<file path="config.mk">
export PLATFORM = sky130hd
export DESIGN_NAME = ccff_loader
export DESIGN_NICKNAME = d
export VERILOG_FILES = /design/src/rtl/ccff_pkg.sv /design/src/rtl/ccff_word_shifter.sv /design/src/rtl/ccff_loader.sv
export SDC_FILE = /design/constraint.sdc
export NUM_CORES = 1
export LEC_CHECK = 0
export CORE_ASPECT_RATIO = 2
export CORE_MARGIN = 2
export CORE_UTILIZATION = 47
export DETAILED_ROUTE_END_ITERATION = 10
export PLACE_DENSITY = 0.81
export SLEW_MARGIN = 20
export SYNTH_ARGS = -nofsm -noshare
export SYNTH_HDL_FRONTEND = slang
export SYNTH_SLANG_ARGS = --single-unit
</file>
<file path="constraint.sdc">
create_clock -name prog_clk -period 3 [get_ports prog_clk]
set_clock_uncertainty 0.15 [all_clocks]
set_input_delay 0.45 -clock prog_clk [delete_from_list [all_inputs] [get_ports prog_clk]]
set_output_delay 0.45 -clock prog_clk [all_outputs]
set_load 0.005 [all_outputs]
</file>
<file path="src/rtl/ccff_pkg.sv">
// Shared types and constants for the configuration-chain loader.
package ccff_pkg;

    typedef enum logic [1:0] {
        ST_IDLE = 2'd0,
        ST_LOAD = 2'd1,
        ST_DONE = 2'd2
    } ccff_state_e;

    localparam bit MSB_FIRST = 1'b1;

    // Width of a counter that must hold the values 0..n inclusive.
    function automatic int unsigned cnt_w(input int unsigned n);
        return $clog2(n + 1);
    endfunction

endpackage

</file>
<file path="src/rtl/ccff_word_shifter.sv">
// Word shifter: holds one bitstream word and the number of bits still to shift.
module ccff_word_shifter
    import ccff_pkg::*;
#(
    parameter  int unsigned WORD_W = 8,
    localparam int unsigned SCW    = cnt_w(WORD_W)
) (
    input  logic              clk_i,
    input  logic              rst_i,
    input  logic              flush_i,
    input  logic              load_i,
    input  logic [WORD_W-1:0] data_i,
    input  logic [SCW-1:0]    cnt_i,
    input  logic              shift_i,
    output logic              bit_o,
    output logic              empty_o,
    output logic              last_o
);

    logic [WORD_W-1:0] data_q, data_d;
    logic [SCW-1:0]    cnt_q, cnt_d;
    logic              out_bit;

    // A load may coincide with the shift of the final bit; the load wins.
    always_comb begin
        data_d = data_q;
        cnt_d  = cnt_q;
        if (flush_i) begin
            data_d = '0;
            cnt_d  = '0;
        end else if (load_i) begin
            data_d = data_i;
            cnt_d  = cnt_i;
        end else if (shift_i && (cnt_q != '0)) begin
            data_d = MSB_FIRST ? (data_q << 1) : (data_q >> 1);
            cnt_d  = cnt_q - SCW'(1);
        end
    end

    always_ff @(posedge clk_i or posedge rst_i) begin
        if (rst_i) begin
            data_q <= '0;
            cnt_q  <= '0;
        end else begin
            data_q <= data_d;
            cnt_q  <= cnt_d;
        end
    end

    assign out_bit = MSB_FIRST ? data_q[WORD_W-1] : data_q[0];
    assign empty_o = (cnt_q == '0);
    assign last_o  = (cnt_q == SCW'(1));
    assign bit_o   = !empty_o && out_bit;

endmodule

</file>
<file path="src/rtl/ccff_loader.sv">
// Configuration-chain loader: serialises bitstream words onto ccff_head
// with a matching chain clock enable, CHAIN_LEN bits per load.
module ccff_loader
    import ccff_pkg::*;
#(
    parameter  int unsigned CHAIN_LEN = 43,
    parameter  int unsigned WORD_W    = 8,
    localparam int unsigned CW        = cnt_w(CHAIN_LEN),
    localparam int unsigned SCW       = cnt_w(WORD_W)
) (
    input  logic              prog_clk,
    input  logic              prog_reset,
    input  logic              start,
    input  logic [WORD_W-1:0] cfg_data,
    input  logic              cfg_valid,
    output logic              cfg_ready,
    output logic              ccff_head,
    output logic              ccff_clk_en,
    output logic              busy,
    output logic              done,
    output logic [CW-1:0]     bit_count
);

    localparam logic [CW-1:0] LEN = CW'(CHAIN_LEN);

    ccff_state_e    state_q, state_d;
    logic [CW-1:0]  cnt_q, cnt_d;
    logic [CW-1:0]  cnt_inc;
    logic [CW-1:0]  remain;
    logic [SCW-1:0] load_cnt;
    logic           sh_bit, sh_empty, sh_last;
    logic           shift, load, flush, ready;

    assign shift   = (state_q == ST_LOAD) && !sh_empty;
    assign cnt_inc = cnt_q + CW'(shift);

    // Bits still owed to the chain once this cycle's shift has happened.
    assign remain = LEN - cnt_inc;

    assign ready = (state_q == ST_LOAD)
                && (sh_empty || sh_last)
                && (remain != '0);
    assign load  = ready && cfg_valid;

    // The final word is trimmed so only its upper remaining bits go out.
    assign load_cnt = (32'(remain) >= WORD_W) ? SCW'(WORD_W)
                                              : SCW'(remain);

    always_comb begin
        state_d = state_q;
        cnt_d   = cnt_q;
        flush   = 1'b0;
        unique case (state_q)
            ST_IDLE, ST_DONE: begin
                if (start) begin
                    state_d = ST_LOAD;
                    cnt_d   = '0;
                    flush   = 1'b1;
                end
            end
            ST_LOAD: begin
                cnt_d = cnt_inc;
                if (cnt_inc == LEN) begin
                    state_d = ST_DONE;
                end
            end
            default: begin
                state_d = ST_IDLE;
                cnt_d   = '0;
                flush   = 1'b1;
            end
        endcase
    end

    always_ff @(posedge prog_clk or posedge prog_reset) begin
        if (prog_reset) begin
            state_q <= ST_IDLE;
            cnt_q   <= '0;
        end else begin
            state_q <= state_d;
            cnt_q   <= cnt_d;
        end
    end

    ccff_word_shifter #(
        .WORD_W (WORD_W)
    ) u_shifter (
        .clk_i   (prog_clk),
        .rst_i   (prog_reset),
        .flush_i (flush),
        .load_i  (load),
        .data_i  (cfg_data),
        .cnt_i   (load_cnt),
        .shift_i (shift),
        .bit_o   (sh_bit),
        .empty_o (sh_empty),
        .last_o  (sh_last)
    );

    assign cfg_ready   = ready;
    assign ccff_clk_en = shift;
    assign ccff_head   = shift && sh_bit;
    assign busy        = (state_q == ST_LOAD);
    assign done        = (state_q == ST_DONE);
    assign bit_count   = cnt_q;

endmodule

</file>
==> Yosys cells after proc, flatten, opt, wreduce, memory -nomap -nowiden <==
Index checks and enable logic that the tools add are counted.
{ "totals": {"reg_bits": 20, "input_bits": 12, "out_inout_bits": 11, "elab_cells": 44} }
{ "op_classes": {"n_addsub": 3, "n_lt_le_gt_ge": 1, "eq_ne": 6, "muxes": 14, "n_reduce_logical": 16} }
{ "op_table": {"columns": ["operator", "count"], "rows": [
  ["2-to-1 mux 8 bit", 3],
  ["2-to-1 mux 4 bit", 4],
  ["case mux 6 bit (2 select lines)", 1],
  ["logical AND 1 bit", 7],
  ["adder 6 x 1 -> 6 bit", 1],
  ["== test 6 bit, second input constant", 1],
  [">= comparator 6 x 4 -> 1 bit, second input constant", 1],
  ["2-to-1 mux 6 bit", 1],
  ["nonzero test 6 bit", 1],
  ["subtractor 6 bit, first input constant", 1],
  ["== test 4 x 1 -> 1 bit, second input constant", 1],
  ["logical NOT 4 bit", 1],
  ["2-to-1 mux 2 bit", 2],
  ["case mux 2 bit (2 select lines)", 1],
  ["nonzero test 4 bit", 1],
  ["subtractor 4 x 1 -> 4 bit, second input constant", 1],
  ["nonzero test 3 bit", 1],
  ["== test 2 x 1 -> 1 bit, second input constant", 1],
  ["== test 2 bit, second input constant", 1],
  ["logical NOT 2 bit", 1],
  ["inequality test 2 x 1 -> 1 bit, second input constant", 1],
  ["inequality test 2 bit, second input constant", 1],
  ["case mux 1 bit (2 select lines)", 1],
  ["AND reduction 2 bit", 1],
  ["other kinds (4)", 4]
]} }

==> Depth between registers and ports, before layout <==
Gate-level depths: netlist of the first run.
{ "logic_depth": {"depth_word": 10, "ltp_mapped": 14, "depth_no_buf": 12} }

==> Modules after synthesis <==
Synthesis of the first run repeated with hierarchy kept, for this count alone.
{ "hier_totals": {"hier_cells": 153, "area_unflattened_um2": 1386.3} }
{ "by_module_without_submodules": {"columns": ["module", "instances", "cells_each", "area_each_um2", "seq_area_each_um2"], "rows": [
  ["ccff_word_shifter", 1, 79, 738.2, 300.3],
  ["ccff_loader", 1, 74, 648.1, 200.2]
]} }

==> Worst setup path before layout of the first run <==
Ideal clock, no wire load.
{ "synth_timing": {"kind": "reg-to-reg", "startpoint": "reg u_shifter.cnt_q[0]", "endpoint": "reg u_shifter.data_q[1]", "setup_time_ns": 0.125, "arrival_time_ns": 3.074, "required_time_ns": 2.725, "setup_slack_ns": -0.349, "stages_incl_launch_ff": 15, "n_path_buf": 3, "period_less_slack_ns": 3.349, "cell_sequence": "dfrtp_1 > inv_1 > ha_1 > a21oi_1 > clkbuf_1 > ha_1 > ha_1 > buf_6 > xor2_1 > ha_1 > xor2_1 > nand4_1 > o21ai_4 > buf_12 > mux2_4"} }
{ "synth_via": {"elab_chain_len": 10, "elab_cells_between_ends": 16, "cone_classes": "add/sub: 2; eq/ne: 1; mux: 2; reduce/logical: 11"} }
{ "synth_rtl": {"columns": ["element", "line_no", "source"], "rows": [
  ["start: declaration", "ccff_word_shifter.sv:21", "logic [SCW-1:0] cnt_q, cnt_d;"],
  ["start signal: assignment", "ccff_word_shifter.sv:46", "cnt_q <= cnt_d;"],
  ["logical NOT 4 bit (*)", "ccff_word_shifter.sv:51", "assign empty_o = (cnt_q == '0);"],
  ["logical NOT 1 bit (*)", "ccff_loader.sv:34", "assign shift = (state_q == ST_LOAD) && !sh_empty;"],
  ["logical AND 1 bit (*)", "ccff_loader.sv:34", null],
  ["net ccff_clk_en", "ccff_loader.sv:18", "output logic ccff_clk_en,"],
  ["adder 6 x 1 -> 6 bit", "ccff_loader.sv:35", "assign cnt_inc = cnt_q + CW'(shift);"],
  ["subtractor 6 bit", "ccff_loader.sv:38", "assign remain = LEN - cnt_inc;"],
  ["nonzero test 6 bit", "ccff_loader.sv:42", "&& (remain != '0);"],
  ["logical AND 1 bit", "ccff_loader.sv:42", null],
  ["logical AND 1 bit", "ccff_loader.sv:43", "assign load = ready && cfg_valid;"],
  ["2-to-1 mux 8 bit", "ccff_word_shifter.sv:31", "end else if (load_i) begin"],
  ["2-to-1 mux 8 bit", "ccff_word_shifter.sv:28", "if (flush_i) begin"],
  ["end signal: assignment", "ccff_word_shifter.sv:45", "data_q <= data_d;"],
  ["end: declaration", "ccff_word_shifter.sv:20", "logic [WORD_W-1:0] data_q, data_d;"]
]} }
Mark *: on every way through the listed nets, which the timed path passes. The rest lies on a longest branch.
A chain may end at the register's enable or synchronous reset.

==> Worst setup path in the final report of the first run <==
{ "layout_timing": {"startpoint": "reg u_shifter.cnt_q[1]", "endpoint": "out cfg_ready"} }
{ "layout_via": {"elab_chain_len": 7, "elab_cells_between_ends": 10, "cone_classes": "add/sub: 2; eq/ne: 1; reduce/logical: 7"} }
{ "layout_rtl": {"columns": ["element", "line_no", "source"], "rows": [
  ["logical NOT 4 bit", "ccff_word_shifter.sv:51", null],
  ["logical NOT 1 bit", "ccff_loader.sv:34", null],
  ["logical AND 1 bit", "ccff_loader.sv:34", null],
  ["adder 6 x 1 -> 6 bit", "ccff_loader.sv:35", null],
  ["subtractor 6 bit", "ccff_loader.sv:38", null],
  ["nonzero test 6 bit", "ccff_loader.sv:42", null],
  ["logical AND 1 bit (*)", "ccff_loader.sv:42", null],
  ["end: declaration", "ccff_loader.sv:16", "output logic cfg_ready,"]
]} }
Every way passes the cells marked *; elsewhere a longest branch is shown, timed or not.

==> results of run 1 <==
-- metrics by stage --
| stage | utilization (%) | worst slack [ns] | hold WS, ns | instance area [um^2] | total power (uW) |
|---|---|---|---|---|---|
| floorplan | - | 0.00308 | 0.264 | 1390 | 1400 |
| global placement | 66.8 | -0.161 | 0.367 | 1800 | 1930 |
| detailed placement | 66.8 | -0.240 | 0.382 | 1800 | 2000 |
| CTS | 74.9 | -0.0419 | 0.392 | 2020 | 2470 |
| global route | 77.0 | -0.247 | 0.423 | 2080 | 2780 |
| finish | 77.0 | -0.104 | 0.397 | 2080 | 2630 |
-- metal layers --
layer  vias to the layer above  routed length (um)
met5                         -                   0
met4                         0                 231
met3                        21                 144
met2                        43                2550
met1                       622                1360
li1                        563                   -
-- final cells by class --
class                           instances  area (um^2)  area share (%)
Timing Repair Buffer                   65          581            27.9
Clock buffer                            4         55.1            2.65
Multi-Input combinational cell         90          875            42.0
Inverter                                9         33.8            1.62
Sequential cell                        20          500            24.1
Tap cell                               29         36.3            1.74
-- how the worst min path moves through the flow --
stage / from / to / cells after the start
5_1_grt: u_shifter.data_q[0] / u_shifter.data_q[0] / 2
3_5_place_dp: u_shifter.data_q[0] / u_shifter.data_q[0] / 2
4_1_cts: u_shifter.data_q[0] / u_shifter.data_q[0] / 2
3_3_place_gp: u_shifter.data_q[0] / u_shifter.data_q[0] / 2
2_1_floorplan: prog_reset / bit_count[0] / 1
6_report: u_shifter.data_q[0] / u_shifter.data_q[0] / 2
-- power by group --
group	internal, uW	switching [uW]	leakage, uW
Combinational	1060	851	0.000697
Sequential	383	121	0.000255
Clock	117	101	0.0000288
-- worst register-to-register path: cells and delay by family, from the launching register on --
kind            cells  cell delay, ns
fa+ha+maj           3            0.53
mux                 1            0.29
compound gates      2            0.34
xor+xnor            2            0.33
buf+inv             6            0.71
simple gates        2            0.22
flops               1            0.37
-- cell usage in the layout, fill, tap and decap left out, types with 2 or more instances in the layout --
cell type        count
o21ai_0              4
nand3_4              2
buf_6                4
nand3_1              2
o21ai_1              5
ha_4                 3
nor3_1               2
ha_1                 4
nand2_2              2
xor2_2               4
or3_1                2
a22oi_1              2
clkdlybuf4s50_1     21
nor2_1               5
nor2b_1              2
clkbuf_8             4
dfrtp_1             20
nand4_1              3
nor2_2               2
mux2_4               8
buf_4               37
nand2_1              7
a22o_1              10
mux2i_1              5
inv_2                3
inv_1                6
-- repair_timing --
action / in CTS / in global routing
cloned: 1 / 0
buffers inserted: 13 / 3
pin swaps: 7 / 7
setup endpoints to repair: 11 / 13
resized for setup: 17 / 14
-- cell usage after synthesis, drive strengths merged --
cell type  count  area [um^2]
mux2i          5         50.1
mux2           8          113
a22o          10         87.6
nor3           3         15.0
and2           1         6.26
a22oi          2         15.0
nand2b         1         6.26
a31o           1         8.76
or3            2         12.5
xor2           5         43.8
nand2          9         33.8
nand4          3         18.8
and3           1         6.26
nor2           8         30.0
buf            5         46.3
xnor2          2         43.8
inv            9         33.8
o21ai         10         61.3
or4b           1         13.8
nor2b          2         12.5
nand3          4         32.5
o22ai          1         6.26
ha             8          100
clkbuf         2         7.51
nor4           1         6.26
dfrtp         20          500
a21oi          1         5.00
o31a           1         8.76
-- flip-flops by register name, summed over array words and instances, names as in the netlist --
register,flops
bit_count,6
state_q,2
u_shifter.cnt_q,4
u_shifter.data_q,8
-- cell families (layout without fill, tap and decap cells) --
family / after synthesis / in the layout / share of synthesized area (%)
compound gates: 26 / 26 / 14.5
mux: 13 / 13 / 12.3
fa+ha+maj: 8 / 8 / 7.55
xor+xnor: 7 / 7 / 6.61
simple gates: 36 / 36 / 14.6
buf+inv: 16 / 78 / 6.61
flops: 20 / 20 / 37.8
==> results.md, run 1 <==
* Outcome: finished with violations
* Violated checks: setup timing
* Fill count at 188
* Total grt overflow at 0
* Tcrit/Tclk final at 103%
* R2R Path End: u_shifter.data_q[4]
* Nets at 209
* Core ar. at 0.00270 mm^2
* Share of post-route cells with drive strength above 1 at 43.6%
* Die Width at 41.5 um
* Worst Setup EP: cfg_ready
* Initial drt markers at 35
* CP required at 2.40 ns
* Initial antenna violation count at 0
* R2R setup slack at -0.06 ns
* Row count at 27
* H-tree levels at 1
* Slew @ Worst Pin at 0.785 ns
* CP Cell Sequence: inv_2 -> ha_4 -> a21oi_4 -> ha_4 -> buf_6 -> nand3_4 -> xor2_2 -> inv_1 -> ha_2 -> xor2_2 -> nand4_1 -> nor2_2 -> nor3_2 -> buf_2
* Worst path bufs/invs at 4
* Slowest stage delay, CP at 0.37 ns
* RSZ-0062 raised after global routing: true
* Placed insts at 198
* First-pass GRT wire length at 6760 um
* Sequential share of the synthesized area at 37.8%
* Detailed Place HPWL at 2690 um
* Clock Latency Late Sink at 0.27 ns
* Syn_area_per_cell at 10.5 um^2
* Max cap viols at 0
* TritonCTS buffer count at 3
* DRT antenna net count at 0
* Antenna fix cells at 0
* Critical path depth at 14
* Setup TNS at -0.331 ns
* Nature of the critical path startpoint: flop
* Worst Reg-to-Reg Cells at 16
* Starting Density at 49.0%
* Gpl congestion at 0.813
* Largest net degree at the start of global routing at 21
* CP endpoint kind: output port
* WP data arrival at 2.50 ns
* CP Class: flop to output port
* Tmin final at 3.10 ns
* Buffers on Ports at 22
* Routing usage on met3 at 3.64%
* I/O pin total at 23
* Clock Tree Root: clkbuf_8
* Leakage power at 0.000981 uW
* CTS tree: built
* Drt total wl at 4280 um
* CP max stage cell: dfrtp_1
* Clk buf depth at 2
* Die Area at 0.00329 mm^2
* Setup ws final at -0.104 ns
* # DRC at 0
* Final Max Tran Viols at 0
* Layout area overhead at 57.0%
* Worst r2r src: u_shifter.cnt_q[1]
* Cell Count, Final, Fillers Out at 217
* Vias in the first global route at 1373
* Gr busiest metal: met2
* Synth Instances at 126
* DR WL/cell at 19.7 um
* Register bit total from synthesis at 20
* Critical Path Start: u_shifter.cnt_q[1]
* Total GRT Usage at 27.8%
* Final Setup Violations at 7
* CTS sink cnt at 20
* Pre-Repair DR Iteration Count at 4
* Post-synthesis net count at 146
* Clk slew on worst S/H paths at 0.08 ns
* M1 GR Usage at 26.0%
* Peak supply drop at 929 uV
* CTS Hold Bufs at 0
* Met2 global-route usage at 52.2%
* Normalized max-slew margin at 47.6%
* YS warnings at 0
* Crit-path max FO at 2
* Via-to-Cell Ratio at 5.76
* PD cells at 1270 mW/mm^2
* Hold crit path type: flop to flop
* Final hold vios at 0
* Via Count at 1249
* Fmax at 322 MHz
* CP delay by family, top: adder cells
* Synthesized area at 0.00133 mm^2
* Die H at 79.1 um
* Library cells used by synthesis at 36
No activity file was read; power rests on OpenSTA's default activity.
==> run 2, diff against run 1 <==
Settings changed: CTS_CLUSTER_SIZE set to 12.
==> results of run 2 <==
Same layout as run 1: the final DEF is identical, and so are final timing and power.
